--- config.mk ---
export PLATFORM = sky130hd
export DESIGN_NAME = fetch_decode_queue
export DESIGN_NICKNAME = d
export VERILOG_FILES = /design/src/rtl/fetch_decode_queue.sv
export SDC_FILE = /design/constraint.sdc
export NUM_CORES = 1
export LEC_CHECK = 0
export BUFFER_PORTS_ARGS = -buffer_cell sky130_fd_sc_hd__buf_4
export CAP_MARGIN = 5
export CORE_MARGIN = 1
export CORE_UTILIZATION = 50
export CTS_CLUSTER_SIZE = 10
export DETAILED_ROUTE_END_ITERATION = 12
export GPL_TIMING_DRIVEN = 1
export PLACE_DENSITY = 0.73
export SLEW_MARGIN = 20
export SYNTH_ARGS = -nofsm -noshare
export SYNTH_HDL_FRONTEND = slang
export SYNTH_SLANG_ARGS = --single-unit
--- constraint.sdc ---
create_clock -name clk -period 5 [get_ports clk]
set_input_delay 1 -clock clk [delete_from_list [all_inputs] [get_ports clk]]
set_output_delay 1 -clock clk [all_outputs]
set_load 0.01 [all_outputs]
--- src/rtl/fetch_decode_queue.sv ---
// In-order instruction queue between fetch and decode. Write-to-head latency is one cycle, with no bypass.
// Fetch is stalled through pc_we when the queue is full, halted or being flushed. Decode drains the queue with valid/ready.
module fetch_decode_queue #(
    parameter int DEPTH = 4,
    parameter int IW    = 40,
    parameter int AW    = 32
) (
    input  logic                     clk,
    input  logic                     rst,
    input  logic                     f_valid,
    input  logic [IW-1:0]            f_instr,
    input  logic [AW-1:0]            f_pc,
    input  logic [AW-1:0]            f_next_pc,
    output logic                     pc_we,
    input  logic                     flush,
    output logic                     d_valid,
    input  logic                     d_ready,
    output logic [IW-1:0]            d_instr,
    output logic [AW-1:0]            d_pc,
    output logic [AW-1:0]            d_next_pc,
    output logic [2:0]               d_len,
    output logic                     halted,
    output logic [$clog2(DEPTH):0]   count
);

    localparam int PW = $clog2(DEPTH);
    localparam int CW = PW + 1;

    typedef struct packed {
        logic [IW-1:0] instr;
        logic [AW-1:0] pc;
        logic [AW-1:0] next_pc;
        logic [2:0]    len;
    } entry_t;

    entry_t        mem [DEPTH];
    entry_t        head;
    entry_t        wr_entry;
    logic [PW-1:0] rd_ptr;
    logic [PW-1:0] wr_ptr;
    logic [CW-1:0] cnt;
    logic          halt_q;
    logic          full;
    logic          enq;
    logic          deq;
    logic [AW-1:0] diff;

    assign full    = (cnt == CW'(DEPTH));
    assign pc_we   = !full && !halt_q && !flush;
    assign d_valid = (cnt != '0);
    assign enq     = f_valid && pc_we;
    assign deq     = d_valid && d_ready;
    assign halted  = halt_q;
    assign count   = cnt;

    // Length only makes sense for a sequential fetch; jumps and stalled fetches encode 0.
    always_comb begin
        diff             = f_next_pc - f_pc;
        wr_entry.instr   = f_instr;
        wr_entry.pc      = f_pc;
        wr_entry.next_pc = f_next_pc;
        wr_entry.len     = 3'd0;
        if (diff >= AW'(1) && diff <= AW'(5)) begin
            wr_entry.len = diff[2:0];
        end
    end

    always_ff @(posedge clk) begin
        if (enq) begin
            mem[wr_ptr] <= wr_entry;
        end
    end

    always_ff @(posedge clk) begin
        if (rst || flush) begin
            rd_ptr <= '0;
            wr_ptr <= '0;
            cnt    <= '0;
            halt_q <= 1'b0;
        end else begin
            if (enq) begin
                wr_ptr <= wr_ptr + PW'(1);
            end
            if (deq) begin
                rd_ptr <= rd_ptr + PW'(1);
            end
            if (enq && !deq) begin
                cnt <= cnt + CW'(1);
            end else if (deq && !enq) begin
                cnt <= cnt - CW'(1);
            end
            if (enq && f_instr[7:0] == 8'hF4) begin
                halt_q <= 1'b1;
            end
        end
    end

    assign head      = mem[rd_ptr];
    assign d_instr   = d_valid ? head.instr   : '0;
    assign d_pc      = d_valid ? head.pc      : '0;
    assign d_next_pc = d_valid ? head.next_pc : '0;
    assign d_len     = d_valid ? head.len     : 3'd0;

endmodule

; ---- Yosys cells after proc, flatten, opt, wreduce, memory -nomap -nowiden
; Memories as Yosys holds them, arrays and structs flattened. A register that Yosys moved wholly into a read port is not among the register bits.
; Index checks and enable logic that the tools add are counted.
[classes]
n_addsub = 5
magnitude_cmp = 2
eq_ne = 2
n_mux = 11
n_reduce_logical = 16
[ops]
columns = cell, count
row1 = $mux W32, 2
row2 = $mux W40, 1
row3 = $ge A32 B1 Y1 const B, 1
row4 = $le A32 B3 Y1 const B, 1
row5 = $sub A32 B32 Y32, 1
row6 = $mux W3, 4
row7 = $eq A8 B8 Y1 const B, 1
row8 = $logic_and A1 B1 Y1, 8
row9 = $logic_not A1 Y1, 5
row10 = $add A2 B1 Y2 const B, 2
row11 = $mux W2, 2
row12 = $add A3 B1 Y3 const B, 1
row13 = $eq A3 B3 Y1 const B, 1
row14 = $reduce_bool A3 Y1, 1
row15 = $sub A3 B1 Y3 const B, 1
row16 = $mux W1, 2
row17 = $reduce_bool A2 Y1, 1
row18 = $logic_or A1 B1 Y1, 1
[totals]
reg_bits = 8
mem_bits_rw = 428
output_inout_bits = 113
elab_cells = 41
n_memories = 1
[memory_table]
columns = name, words, width, read_ports, rd_ports_with_merged_regs, wr, line_no
row1 = mem, 4, 107, 1, 1, 1, 36  ; entry_t mem [DEPTH];

; ---- Depth between registers and ports, before layout
[logic_depth]
depth_word = 9
depth_mapped = 13
depth_no_buf = 13

; ---- Worst setup path before layout
; OpenSTA, ideal clock, no wires.
[synth_path]
kind = in2reg
from = input flush
to = memory mem[0][0] in the netlist's numbering, enable pin
setup_time_ns = 0.479
arrival_ns = 4.169
required_time_ns = 4.521
setup_slack_ns = 0.353
stages = 2
path_buffers = 0
cell_sequence = a211oi_1 -> and3_1
[synth_via]
elab_chain_cells = 5
[synth_rtl]
columns = item, line_no
row1 = from (decl), 15  ; input logic flush,
row2 = $logic_not A1 Y1, 49  ; assign pc_we = !full && !halt_q && !flush;
row3 = $logic_and A1 B1 Y1, 49
row4 = $logic_and A1 B1 Y1, 51  ; assign enq = f_valid && pc_we;
row5 = $mux W1, 69  ; if (enq) begin
row6 = $mux W1 (not written as such), 70  ; mem[wr_ptr] <= wr_entry;
row7 = to (decl), 36
; Every way passes these cells.

==> flow_metrics.env <==
export IMPL_chipWidth_um=196
export IMPL_grt_usage=0.216
export IMPL_drc=0
export IMPL_cts_tree="done"
export IMPL_grt_max_degree=65
export IMPL_worstPathMaxFanout=7
export IMPL_cts_resized=0
export IMPL_core_um2=36700
export IMPL_tightestPinTransition_ns=0.948
export IMPL_multiInputGateArea_um2=5340
export IMPL_ys_seq_area_frac=0.697
export IMPL_critPathArrivalTime_ns=4.50
export IMPL_timing_hold_ws_ns=0.527
export IMPL_p_leak_uw=0.00776
export IMPL_place_congestion=0.911
export IMPL_synth_most_common_cell="edfxtp_1"
export IMPL_period_needed_ns=4.21
export IMPL_grt_pass1_wl_um=61700
export IMPL_drtIter0Drc=611
export IMPL_max_slew_margin_rel=0.368
export IMPL_hold_buffers=0
export IMPL_synth_area_um2=18700
export IMPL_post_dp_hpwl_um=26200
export IMPL_maxCapViolations=0
export IMPL_dp_cells=1713
export IMPL_port_buffers=221
export IMPL_finalClockSkew_ns=0.0147
export IMPL_yosysUniqueCellTypes=64
export IMPL_die_area_um2=38200
export IMPL_status="completed"
export IMPL_synthToLayoutAreaGrowth_pct=19.3
export IMPL_yosys_area_top_type_share=0.686
export IMPL_postRouteAntennaNets=0
export IMPL_synth_nets=1205
export IMPL_clock_root_buffer="clkbuf_16"
export IMPL_instances_no_fill=1778
export IMPL_start_util=0.510
export IMPL_antenna_found_initial=2
export IMPL_timing_final_crit_share=0.841
export IMPL_insertion_delay_ns=0.57
export IMPL_finalNetCount=1443
export IMPL_finalSetupViolCount=0
export IMPL_seq_area_um2=13100
export IMPL_fin_util=0.609
export IMPL_synthTopCellsByArea="edfxtp_1, mux4_2, and2_1"
export IMPL_postSynthCellCount=1058
export IMPL_cts_buffer_depth=3
export IMPL_postCtsSetupBuffers=0
export IMPL_tns_ns=0
export IMPL_slew_viol_final=0
export IMPL_yosys_top_cells_count="edfxtp_1, and2_1, mux4_2, inv_1"
export IMPL_drive_above_1_share=0.316
export IMPL_yosys_warnings=0
export IMPL_synth_seq_cells=438
export IMPL_postSynthAreaPerCell_um2=17.7
export IMPL_path_class="primary input to flip-flop"
export IMPL_worst_ep_required_time_ns=5.29
export IMPL_synth_area_leader_cell="edfxtp_1"
export IMPL_final_hold_violation_count=0
export IMPL_cp_start_kind="primary input"
export IMPL_num_rows=70
export IMPL_synth_edff_count=428
export IMPL_synth_async_reset_ratio=0
export IMPL_rsz0062_at_grt="false"
export IMPL_ir_drop_v=0.000264
export IMPL_cts_buffers=49
export IMPL_fmax_ghz=0.238
export IMPL_clkTransAtPathRegs_ns=0.05
export IMPL_synth_ff_type="edfxtp_1"
export IMPL_die_h_um=196
export IMPL_postRouteWirelength_um=40500
export IMPL_p_per_area_nw_per_um2=365
export IMPL_vias=10200
export IMPL_clock_sinks=438
export IMPL_vias_per_cell=5.76
export IMPL_overflow=0
export IMPL_cts_max_level=2
export IMPL_cp_end_kind="flip-flop"
export IMPL_power_uw=8160
export IMPL_ios=222
export IMPL_grt_pass1_vias=10700
export IMPL_final_fill_count=2740
export IMPL_drt_pass1_iterations=5
export IMPL_routed_wire_length_per_instance_um=22.8
export IMPL_hold_class="flip-flop to flip-flop"
layout by cell type (no fill, tap or decap), types with 4 or more instances in the layout:
| cell type | instances |
|---|---|
| buf_12 | 7 |
| o21ai_0 | 18 |
| mux4_2 | 107 |
| nand2_1 | 30 |
| dfxtp_1 | 8 |
| xnor2_1 | 11 |
| and3_1 | 4 |
| clkbuf_1 | 11 |
| edfxtp_1 | 428 |
| a211oi_1 | 7 |
| and3_4 | 4 |
| o21a_1 | 8 |
| a21o_1 | 8 |
| o2111ai_1 | 6 |
| a31oi_1 | 4 |
| nand2b_1 | 4 |
| nor3_1 | 4 |
| o211ai_1 | 7 |
| a21oi_1 | 36 |
| clkbuf_16 | 51 |
| nand3_1 | 11 |
| xor2_1 | 8 |
| ha_1 | 36 |
| and2_1 | 112 |
| nor2_1 | 30 |
| or3_1 | 5 |
| o21ai_1 | 5 |
| nand4_1 | 8 |
| inv_1 | 43 |
| buf_4 | 229 |
flip-flops by register name, indices dropped and copies added (netlist names), named ones only:
register	count
count	3
mem	428
halted	1
wr_ptr	2
rd_ptr	2
power by group:
part	internal, uW	leakage, uW	switching (uW)
Clock	1810	0.000648	1290
Combinational	426	0.00314	503
Sequential	4100	0.00396	23.4
through the flow:
stage	area (um^2)	setup WS [ns]
6_report	22300	0.793
4_1_cts	22300	0.831
2_1_floorplan	18700	0.353
3_5_place_dp	21000	0.231
3_3_place_gp	21000	0.364
5_1_grt	22300	0.661
critical path, stage by stage:
cell	delay, ns
buf_4	0.13
inv_1	0.13
ha_1	0.20
inv_1	0.06
fa_1	0.39
a21o_1	0.20
a221o_2	0.43
nand4_4	0.14
a21boi_2	0.07
or3_1	0.31
a211o_1	0.30
nand4b_1	0.21
nor4_2	0.34
nor4b_1	0.58
routing by layer:
metal,vias up,track usage,routed length (um)
met4,2,0.0741,1190
met3,68,0.0440,2300
li1,4659,-,-
met5,-,0,13
met1,5216,0.289,17300
met2,304,0.355,19700
final timing paths:
path                                         endpoint  depth (start not counted)                  start  slack, ns
worst max-delay path              mem[2][2]$_DFFE_PP_                         14           f_next_pc[0]       0.79
worst min-delay path              halted$_SDFFE_PP0P_                          2    halted$_SDFFE_PP0P_       0.53
worst max register to register  count[2]$_SDFFE_PP0P_                          9  count[0]$_SDFFE_PP0P_       2.14
worst min register to register    halted$_SDFFE_PP0P_                          2    halted$_SDFFE_PP0P_       0.53
kinds of logic after synthesis:
logic type,synth area share
xor+xnor,0.00889
flops,0.697
buf+inv,0.0188
fa+ha+maj,0.0262
mux,0.130
compound gates,0.0473
simple gates,0.0713
area by class of cell:
cell class	instances	share of cell area
timing repair buffer	236	0.0832
inverter	43	0.00722
clock buffer	62	0.0590
antenna	1	0.000112
sequential	438	0.585
clock inverter	2	0.000560
tap	468	0.0262
multi-input combinational	528	0.239
Note: power is estimated with default switching activity, not from simulation.
